<file path="src/rtl/y86_pkg.sv">
`default_nettype none
// ============================================================================
//  Module      : y86_pkg
//  Description : Shared Y86-64 fetch definitions: opcode and status codes,
//                fetch state encoding and the opcode-to-length helper.
//  Revision    : 1.0 - initial release
// ============================================================================
package y86_pkg;

    localparam logic [3:0] I_HALT   = 4'h0;
    localparam logic [3:0] I_NOP    = 4'h1;
    localparam logic [3:0] I_RRMOVQ = 4'h2;
    localparam logic [3:0] I_IRMOVQ = 4'h3;
    localparam logic [3:0] I_RMMOVQ = 4'h4;
    localparam logic [3:0] I_MRMOVQ = 4'h5;
    localparam logic [3:0] I_OPQ    = 4'h6;
    localparam logic [3:0] I_JXX    = 4'h7;
    localparam logic [3:0] I_CALL   = 4'h8;
    localparam logic [3:0] I_RET    = 4'h9;
    localparam logic [3:0] I_PUSHQ  = 4'hA;
    localparam logic [3:0] I_POPQ   = 4'hB;

    localparam logic [2:0] S_AOK = 3'd1;
    localparam logic [2:0] S_HLT = 3'd2;
    localparam logic [2:0] S_ADR = 3'd3;
    localparam logic [2:0] S_INS = 3'd4;

    localparam logic [3:0] RNONE = 4'hF;

    typedef enum logic [2:0] {
        ST_IDLE   = 3'd0,
        ST_REQ    = 3'd1,
        ST_WAIT   = 3'd2,
        ST_HOLD   = 3'd3,
        ST_HALTED = 3'd4
    } fetch_state_e;

    typedef struct packed {
        logic       valid;
        logic [3:0] len;
    } len_info_t;

    // Instruction length in bytes by opcode; unknown opcodes report invalid.
    function automatic len_info_t instr_len(input logic [3:0] icode);
        len_info_t r;
        r.valid = 1'b1;
        case (icode)
            I_HALT, I_NOP, I_RET:              r.len = 4'd1;
            I_RRMOVQ, I_OPQ, I_PUSHQ, I_POPQ:  r.len = 4'd2;
            I_IRMOVQ, I_RMMOVQ, I_MRMOVQ:      r.len = 4'd10;
            I_JXX, I_CALL:                     r.len = 4'd9;
            default: begin
                r.valid = 1'b0;
                r.len   = 4'd1;
            end
        endcase
        return r;
    endfunction

endpackage
`default_nettype wire

</file>
<file path="src/rtl/fetch_len_decode.sv">
`default_nettype none
// ============================================================================
//  Module      : fetch_len_decode
//  Description : Combinational opcode-byte decode: instruction length,
//                register-byte / constant presence and illegal-opcode flag.
//  Revision    : 1.0 - initial release
// ============================================================================
module fetch_len_decode
    import y86_pkg::*;
(
    input  logic [3:0] icode_i,
    input  logic [3:0] ifun_i,
    output logic [3:0] len_o,
    output logic       has_regids_o,
    output logic       has_valc_o,
    output logic       ins_err_o
);

    len_info_t w_info;

    // Illegal opcodes collapse to a one-byte instruction with no operands.
    always_comb begin
        w_info    = instr_len(icode_i);
        ins_err_o = !w_info.valid;
        case (icode_i)
            I_OPQ:          if (ifun_i > 4'd3) ins_err_o = 1'b1;
            I_JXX, I_RRMOVQ: if (ifun_i > 4'd6) ins_err_o = 1'b1;
            default: ;
        endcase
        len_o        = ins_err_o ? 4'd1 : w_info.len;
        has_regids_o = !ins_err_o && (icode_i inside {I_RRMOVQ, I_IRMOVQ, I_RMMOVQ,
                                                      I_MRMOVQ, I_OPQ, I_PUSHQ, I_POPQ});
        has_valc_o   = !ins_err_o && (icode_i inside {I_IRMOVQ, I_RMMOVQ, I_MRMOVQ,
                                                      I_JXX, I_CALL});
    end

endmodule
`default_nettype wire

</file>
<file path="src/rtl/fetch_sequencer.sv">
`default_nettype none
// ============================================================================
//  Module      : fetch_sequencer
//  Description : Multi-cycle Y86-64 fetch controller. Reads instruction bytes
//                one at a time, assembles a decoded bundle and hands it to
//                decode over valid/ready. Optional performance counters are
//                enabled with the FETCH_PERF_CNT_EN macro.
//  Revision    : 1.0 - initial release
// ============================================================================
module fetch_sequencer
    import y86_pkg::*;
#(
    parameter int PC_W      = 32,
    parameter int IMEM_SIZE = 4096
) (
    input  logic            clk,
    input  logic            rst_n,
    input  logic            start,
    input  logic [PC_W-1:0] start_pc,
    input  logic            redirect_valid,
    input  logic [PC_W-1:0] redirect_pc,
    output logic            mem_req,
    output logic [PC_W-1:0] mem_addr,
    input  logic            mem_rvalid,
    input  logic [7:0]      mem_rdata,
    input  logic            mem_err,
    output logic            instr_valid,
    input  logic            instr_ready,
    output logic [3:0]      icode,
    output logic [3:0]      ifun,
    output logic [3:0]      rA,
    output logic [3:0]      rB,
    output logic [63:0]     valC,
    output logic [PC_W-1:0] valP,
    output logic [PC_W-1:0] pc_out,
    output logic [2:0]      stat,
`ifdef FETCH_PERF_CNT_EN
    output logic [31:0]     instr_count,
    output logic [31:0]     stall_count,
`endif
    output logic            busy
);

    fetch_state_e    state_q, state_d;
    logic [PC_W-1:0] pc_q, pc_d;
    logic [3:0]      k_q, k_d;
    logic [3:0]      len_q, len_d;
    logic [9:0][7:0] buf_q, buf_d;
    logic [2:0]      stat_q, stat_d;
    logic            hasreg_q, hasreg_d;
    logic            hasvalc_q, hasvalc_d;
    logic            discard_q, discard_d;

    logic [3:0]      w_dec_len;
    logic            w_dec_regids, w_dec_valc, w_dec_ins;
    logic [PC_W:0]   w_addr_ext;
    logic            w_addr_err, w_issue, w_resp, w_redir, w_clear;
    logic [3:0]      w_len_eff;
    logic [PC_W-1:0] w_valp;

    fetch_len_decode u_len_decode (
        .icode_i      (mem_rdata[7:4]),
        .ifun_i       (mem_rdata[3:0]),
        .len_o        (w_dec_len),
        .has_regids_o (w_dec_regids),
        .has_valc_o   (w_dec_valc),
        .ins_err_o    (w_dec_ins)
    );

    // The bounds check uses one extra bit so pc+k cannot wrap below IMEM_SIZE.
    assign w_addr_ext = {1'b0, pc_q} + (PC_W+1)'(k_q);
    assign w_addr_err = (w_addr_ext >= (PC_W+1)'(IMEM_SIZE));
    assign w_issue    = (state_q == ST_REQ) && !discard_q && !w_addr_err;
    assign w_resp     = (state_q == ST_WAIT) && mem_rvalid && !discard_q;
    assign w_redir    = redirect_valid &&
                        (state_q inside {ST_REQ, ST_WAIT, ST_HOLD});
    assign w_len_eff  = (k_q == 4'd0) ? w_dec_len : len_q;
    assign w_valp     = pc_q + PC_W'(len_q);

    // State register.
    always_ff @(posedge clk or negedge rst_n) begin
        if (!rst_n) state_q <= ST_IDLE;
        else        state_q <= state_d;
    end

    // Next-state logic; a redirect always restarts at REQ, even on a handshake.
    always_comb begin
        state_d = state_q;
        case (state_q)
            ST_IDLE, ST_HALTED: if (start) state_d = ST_REQ;
            ST_REQ: begin
                if (w_redir)          state_d = ST_REQ;
                else if (w_addr_err)  state_d = ST_HOLD;
                else if (w_issue)     state_d = ST_WAIT;
            end
            ST_WAIT: begin
                if (w_redir)                          state_d = ST_REQ;
                else if (w_resp) begin
                    if (mem_err)                      state_d = ST_HOLD;
                    else if (4'(k_q + 4'd1) < w_len_eff) state_d = ST_REQ;
                    else                              state_d = ST_HOLD;
                end
            end
            ST_HOLD: begin
                if (w_redir)          state_d = ST_REQ;
                else if (instr_ready) state_d = (stat_q == S_AOK) ? ST_REQ : ST_HALTED;
            end
            default:                  state_d = ST_IDLE;
        endcase
    end

    // Datapath next values: byte capture, status, PC advance and discard flag.
    always_comb begin
        pc_d      = pc_q;
        k_d       = k_q;
        len_d     = len_q;
        buf_d     = buf_q;
        stat_d    = stat_q;
        hasreg_d  = hasreg_q;
        hasvalc_d = hasvalc_q;
        w_clear   = 1'b0;
        case (state_q)
            ST_IDLE, ST_HALTED: if (start) begin
                pc_d    = start_pc;
                w_clear = 1'b1;
            end
            ST_REQ, ST_WAIT, ST_HOLD: begin
                if (w_redir) begin
                    pc_d    = redirect_pc;
                    w_clear = 1'b1;
                end else if (state_q == ST_REQ) begin
                    if (w_addr_err) stat_d = S_ADR;
                end else if (state_q == ST_WAIT) begin
                    if (w_resp) begin
                        if (mem_err) begin
                            stat_d = S_ADR;
                        end else begin
                            buf_d[k_q] = mem_rdata;
                            k_d        = k_q + 4'd1;
                            if (k_q == 4'd0) begin
                                len_d     = w_dec_len;
                                hasreg_d  = w_dec_regids;
                                hasvalc_d = w_dec_valc;
                                if (w_dec_ins)                        stat_d = S_INS;
                                else if (mem_rdata[7:4] == I_HALT)    stat_d = S_HLT;
                                else                                  stat_d = S_AOK;
                            end
                        end
                    end
                end else if (instr_ready && stat_q == S_AOK) begin
                    pc_d    = w_valp;
                    w_clear = 1'b1;
                end
            end
            default: ;
        endcase
        if (w_clear) begin
            k_d       = 4'd0;
            len_d     = 4'd0;
            buf_d     = '0;
            stat_d    = S_AOK;
            hasreg_d  = 1'b0;
            hasvalc_d = 1'b0;
        end
        // Any response clears the flag; a redirect with a request in flight sets it.
        discard_d = mem_rvalid ? 1'b0 : discard_q;
        if (w_redir && (((state_q == ST_WAIT) && !mem_rvalid) || w_issue))
            discard_d = 1'b1;
    end

    // Datapath registers.
    always_ff @(posedge clk or negedge rst_n) begin
        if (!rst_n) begin
            pc_q      <= '0;
            k_q       <= 4'd0;
            len_q     <= 4'd0;
            buf_q     <= '0;
            stat_q    <= S_AOK;
            hasreg_q  <= 1'b0;
            hasvalc_q <= 1'b0;
            discard_q <= 1'b0;
        end else begin
            pc_q      <= pc_d;
            k_q       <= k_d;
            len_q     <= len_d;
            buf_q     <= buf_d;
            stat_q    <= stat_d;
            hasreg_q  <= hasreg_d;
            hasvalc_q <= hasvalc_d;
            discard_q <= discard_d;
        end
    end

    // Outputs: memory request and the bundle fields read from the byte buffer.
    always_comb begin
        mem_req     = w_issue;
        mem_addr    = w_issue ? (pc_q + PC_W'(k_q)) : '0;
        instr_valid = (state_q == ST_HOLD);
        busy        = !(state_q inside {ST_IDLE, ST_HALTED});
        icode       = buf_q[0][7:4];
        ifun        = buf_q[0][3:0];
        rA          = hasreg_q ? buf_q[1][7:4] : RNONE;
        rB          = hasreg_q ? buf_q[1][3:0] : RNONE;
        valC        = '0;
        if (hasvalc_q) valC = hasreg_q ? buf_q[9:2] : buf_q[8:1];
        valP        = w_valp;
        pc_out      = pc_q;
        stat        = stat_q;
    end

`ifdef FETCH_PERF_CNT_EN
    logic [31:0] instr_count_q, stall_count_q;

    // Accepted-bundle and decode-stall counters, cleared by reset and start.
    always_ff @(posedge clk or negedge rst_n) begin
        if (!rst_n) begin
            instr_count_q <= '0;
            stall_count_q <= '0;
        end else if (start && (state_q inside {ST_IDLE, ST_HALTED})) begin
            instr_count_q <= '0;
            stall_count_q <= '0;
        end else if (state_q == ST_HOLD) begin
            if (instr_ready) instr_count_q <= instr_count_q + 32'd1;
            else             stall_count_q <= stall_count_q + 32'd1;
        end
    end

    assign instr_count = instr_count_q;
    assign stall_count = stall_count_q;
`else
    // Counters not built: no extra ports or state.
`endif

endmodule
`default_nettype wire

</file>
<file path="config.mk">
export PLATFORM = sky130hd
export DESIGN_NAME = fetch_sequencer
export DESIGN_NICKNAME = d
export VERILOG_FILES = /design/src/rtl/y86_pkg.sv /design/src/rtl/fetch_len_decode.sv /design/src/rtl/fetch_sequencer.sv
export SDC_FILE = /design/constraint.sdc
export NUM_CORES = 1
export LEC_CHECK = 0
export ABC_AREA = 1
export CAP_MARGIN = 20
export CORE_MARGIN = 8
export CORE_UTILIZATION = 49
export DETAILED_ROUTE_END_ITERATION = 8
export GPL_TIMING_DRIVEN = 0
export PLACE_DENSITY_LB_ADDON = 0.05
export SLEW_MARGIN = 0
export SYNTH_ARGS = -nofsm -noshare
export SYNTH_HDL_FRONTEND = slang
export SYNTH_SLANG_ARGS = --single-unit
</file>
<file path="constraint.sdc">
create_clock -name clk -period 3.59 [get_ports clk]
set_input_delay 0.5385 -clock clk [delete_from_list [all_inputs] [get_ports clk]]
set_output_delay 0.5385 -clock clk [all_outputs]
set_load 0.05 [all_outputs]
</file>
# Word level (Yosys, flattened, before mapping)
# Index checks and enable logic that the tools add are counted.
# Widths: inputs -> output; s select.
totals:
  latch_bits: 0
  ramBits: 0
  mem_count: 0
  mem_bits_ro: 0
  register_bits: 129
  in_bits: 79
op_classes:
  n_bitwise: 0
  reduce_logical: 46
  magnitude_cmp: 6
  div_mod_pow: 0
  multipliers: 0
  n_shift: 0
  muxes: 89
  add_sub_neg: 4
  eq_ne: 27
op_table:
  columns: ["cell", "n"]
  rows:
  - ["$mux 80", 7]
  - ["$mux 32", 6]
  - ["$mux 64", 2]
  - ["$bwmux 80", 1]
  - ["$mux 4", 18]
  - ["$add 32x4->32", 2]
  - ["$pmux 32 s2", 1]
  - ["$mux 3", 19]
  - ["$add 32x4->33", 1]
  - ["$ge 33x13->1 const B", 1]
  - ["$demux 8 s4", 1]
  - ["$mux 1", 26]
  - ["$eq 4x3->1 const B", 4]
  - ["$eq 4x4->1 const B", 4]
  - ["$ne 3x3->1 const B", 5]
  - ["$reduce_bool 2->1", 7]
  - ["$pmux 3 s4", 1]
  - ["$pmux 4 s3", 1]
  - ["$reduce_and 6->1", 2]
  - ["$reduce_or 12->1", 1]
  - ["$logic_and 1x1->1", 11]
  - ["$reduce_bool 3->1", 3]
  - ["$eq 4x2->1 const B", 2]
  - ["$logic_not 4->1", 2]
  - ["other kinds (29)", 44]

# Depth between registers and ports, before layout
logic_depth:
  depth_word: 16
  depth_mapped: 21

# Modules after synthesis
# From an unflattened synthesis, not the netlist that was laid out.
unflattened:
  cells_unflattened: 1176
  area_unflattened_um2: 8708.4
modules_own_cells:
  columns: ["mod", "cells_per_inst", "area_per_inst_um2", "seq_area_each_um2", "n_inst"]
  rows:
  - ["fetch_sequencer", 1142, 8563.2, 3229.3, 1]
  - ["fetch_len_decode", 34, 145.1, 0.0, 1]

# Worst setup path before layout
# OpenSTA, ideal clock, no wires.
synth_path:
  kind: "flip-flop to output port"
  from: "reg pc_q[0], in the netlist pc_out[0]"
  to: "out mem_addr[2]"
  path_stages_with_launch: 16
  t_arrival_ps: 3462
  required_time_ps: 3052
  path_slack_ps: -410
  n_path_buf: 0
  cell_sequence: "dfrtp_1 > ha_1 > fa_1 > nand2_1 > nand3_1 > nand2_1 > nor2_4 > nand3_1 > nand2_1 > nor2_1 > nand2_1 > nor2_4 > nand3_2 > nor2_2 > nand2_2 > nor3_1"
synth_between:
  elab_chain_len: 5
synth_rtl:
  columns: ["item", "line", "text"]
  rows:
  - ["start: declaration", "fetch_sequencer.sv:45", "logic [PC_W-1:0] pc_q, pc_d;"]
  - ["start signal: assignment", "fetch_sequencer.sv:183", "pc_q <= pc_d;"]
  - ["$add 32x4->33", "fetch_sequencer.sv:71", "assign w_addr_ext = {1'b0, pc_q} + (PC_W+1)'(k_q);"]
  - ["$ge 33x13->1", "fetch_sequencer.sv:72", "assign w_addr_err = (w_addr_ext >= (PC_W+1)'(IMEM_SIZE));"]
  - ["$logic_not 1->1", "fetch_sequencer.sv:73", "assign w_issue = (state_q == ST_REQ) && !discard_q && !w_addr_err;"]
  - ["$logic_and 1x1->1", "fetch_sequencer.sv:73", null]
  - ["$mux 32 *", "fetch_sequencer.sv:197", "mem_addr = w_issue ? (pc_q + PC_W'(k_q)) : '0;"]
  - ["end: declaration", "fetch_sequencer.sv:23", "output logic [PC_W-1:0] mem_addr,"]
# Every way passes the cells marked *; elsewhere a longest branch is shown, timed or not.

# Worst setup path after layout
layout_path:
  from: "reg pc_q[0], in the netlist pc_out[0]"
  to: "out mem_addr[5]"
# Same word-level chain as after synthesis.

==> reports/metrics.yaml <==
rsz0062_at_grt: "true"
dp.final_hpwl_mm: 26.5
ys_seq_area_share_pct: 35.6
cell_internal_pwr_mw: 4.28
grt_start_max_net_pins: 70
hold_class: "in -> async"
busiest_layer: "met2"
die_h_um: 152
arrival_ps: 3250
port_buffers: 240
wl_per_cell_um: 19.1
power_switching_mw: 5.01
cts_buffer_depth: 2
synth_top_area_share_pct: 35.3
area_growth_pct: 42.2
hold_ws_ps: 80.1
p_leak_nw: 6.10
path_max_fanout: 7
die_area_um2: 23100
gr-usage-met3_pct: 6.27
synthesis.area_um2: 9080
first_pass_iters: 5
ir_drop_mv: 0.620
p_sw_share_pct: 53.9
vias: 10300
ys_ff_latch: 129
htreeDepth: 4
wirelength_mm: 35.1
clk_pin_slew_ps: 60
worst_clock_skew_ps: 7.43
ant_nets: 0
synthArstFlopShare_pct: 100
ys_types: 44
maxCapViolCount: 0
power_frac_seq_pct: 22.7
cts_made_buffers: 17
grt_pass1_wl_mm: 55.4
min_period_ps: 3790
total_power_mw: 9.30
cpPeakStageDelay_ps: 450
ys_warn_count: 0
dp.cells: 1790
drc: 0
cts-root-buf: "clkbuf_16"
seqCellArea_um2: 3240
grt_use_total_pct: 29.7
start_kind: "register"
synth_top_cell_by_area: "dfrtp_1"
hold_buffers: 0
power_frac_clock_pct: 19.5
grt_use_met2_pct: 47.6
pwr_density_cell_nw_per_um2: 720
syn_avg_cell_area_um2: 6.98
required_ps: 3050
synth_cells: 1301
via_per_inst: 5.60
synth_edf_count: 0
layoutNonFillerInstCount: 1841
comb_power_share_pct: 57.8
drive_above_1_share_pct: 15.1
core.rowCount: 49
path_class: "reg -> out"
antenna_found_initial: 0
multi_input_area_um2: 5240
drt_iter0_drc: 787
fillers: 1486
grt_pass1_vias: 10300
min_period_over_period_pct: 105
crit_chain: "ha_4 > fa_2 > nand2_4 > nand3_4 > nand2_4 > nor2_4 > nand2_2 > nor3_1 > nor2_1 > nand2_1 > nor2_4 > nand3_4 > nor2_4 > nand2_4 > buf_16 > nor2_4 > buf_8"
cts_tree: "built"
endpoint_kind: "primary output"
gp_congestion: 0.987
die_w_um: 152
synth_area_leaders: "dfrtp_1 35%, nand2_1 11%, nor2_1 8.7%"
crit_slowest_cell: "dfrtp_2"
violations: "setup timing"
setup_ws_ps: -196
setup_tns_ps: -2160
clock_latency_ps: 420
overflow: 0
finalHoldViolations: 0
status: "complete, but fails checks"
nets: 1695
worst_slew_pin_slew_ps: 927
grtUsageMet1_pct: 38.4
cp_top_family: "simple AND/OR/NAND/NOR gates"
antenna_cells: 0
synth_flop_cell: "dfrtp_1"
setup_violations: 13
report.final.slew_viol_count: 0
worst-path-buf-inv: 2
dp_slack_ps: -810
crit_top_cell: "nor2_4"
core_um2: 18100
cts.sinks: 129
ios: 261
timing.fmax_ghz: 0.264
start_util_pct: 50.2
relSlewSlack_pct: 38.0
flip-flops by register name, indices dropped and copies added (netlist names):
signal and count:
stat 3, discard_q 1, k_q 4, ifun 4
hasreg_q 1, len_q 4, icode 4, hasvalc_q 1
pc_out 32, state_q 3, buf_q 72
layer usage:
metal  wire (µm)  vias up
li1            -     4798
met1       14700     4897
met2       16500      533
met3        2840       83
met4        1040        0
met5           0        -
kinds of logic (layout without fill, tap and decap cells):
family	after synthesis	in the layout	share of synthesized area (%)
AND/OR/NAND/NOR	612	612	29.8
XOR/XNOR	42	42	4.05
adder cells (fa/ha/maj)	17	17	2.51
other	1	20	0.0413
AO/OA/AOI/OAI	295	295	17.7
buffers and inverters	205	497	10.3
flip-flops	129	129	35.6
cell type report:
cell class                      count  share of cell area [%]
Sequential cell                   129                    25.1
Tap cell                          229                    2.22
Timing Repair Buffer              260                    20.1
Multi-Input combinational cell    986                    40.6
Clock inverter                     14                    1.32
Buffer                             91                    3.96
Clock buffer                       18                    3.40
Inverter                          114                    3.33
worst paths after layout:
path	from	end	slack (ps)	cells past startpoint
min reg2reg	stat[0]	stat[0]	470	2
max	pc_out[0]	mem_addr[5]	-200	17
max in group asynchronous	rst_n	stat[0]	2710	2
min in group clk	stat[0]	stat[0]	470	2
min	rst_n	pc_out[26]	80	1
max reg2reg	state_q[0]	pc_out[26]	630	10
power by group through the flow:
stage / registers [mW] / clock network [mW] / logic (mW)
after floorplan: 2.66 / 0 / 2.87
after global placement: 2.10 / 0 / 5.23
after detailed placement: 2.10 / 0 / 5.28
after CTS: 2.09 / 1.83 / 5.31
after global routing: 2.13 / 1.89 / 5.71
final: 2.11 / 1.81 / 5.37
cell usage in the layout, fill, tap and decap left out, drive strengths merged, types with 2 or more instances in the layout:
cell and n:
conb 20, o21ai 150, a22oi 5, dlygate4sd2 6, dfrtp 128, buf 89, clkinv 7, xnor2 8
nand4 13, nand2 286, nand3 44, clkdlybuf4s50 200, a41oi 15, nand3b 4, fa 2, clkdlybuf4s15 3
inv 117, nor2 243, or2 6, a21oi 98, clkinvlp 2, o22ai 13, bufinv 2, xor2 34
nor3 15, ha 15, clkbuf 69, a221oi 7
synth_stat cells, types with 2 or more instances:
master	instances
a22oi_1	5
fa_1	2
inv_1	102
a221oi_1	7
o21ai_0	148
buf_4	38
nand2_1	275
a41oi_1	15
nor2_1	210
nand4_1	13
inv_2	8
clkinv_1	4
nor2_4	10
o22ai_1	13
ha_1	15
nor3_4	8
nand3b_1	4
or2_2	6
nand2_2	11
xnor2_1	8
buf_6	2
xor2_1	34
nor3_1	5
dfrtp_1	128
clkbuf_1	43
buf_2	7
nor3_2	2
a21oi_1	98
nand3_1	43
nor2_2	23
metrics by stage:
step / area, µm² / util, %
2_1_floorplan: 9160 / -
3_3_place_gp: 11800 / 65.5
3_5_place_dp: 11900 / 65.7
4_1_cts: 12900 / 71.1
5_1_grt: 12900 / 71.4
6_report: 12900 / 71.4
what timing repair did:
action / in CTS / in global routing
endpoints found under the hold margin: 0 / 0
buffers inserted: 14 / 4
resized for setup: 193 / 58
cloned: 1 / 0
pin swaps: 18 / 18
setup endpoints to repair: 40 / 38
Power figures use the tool's default switching activity.
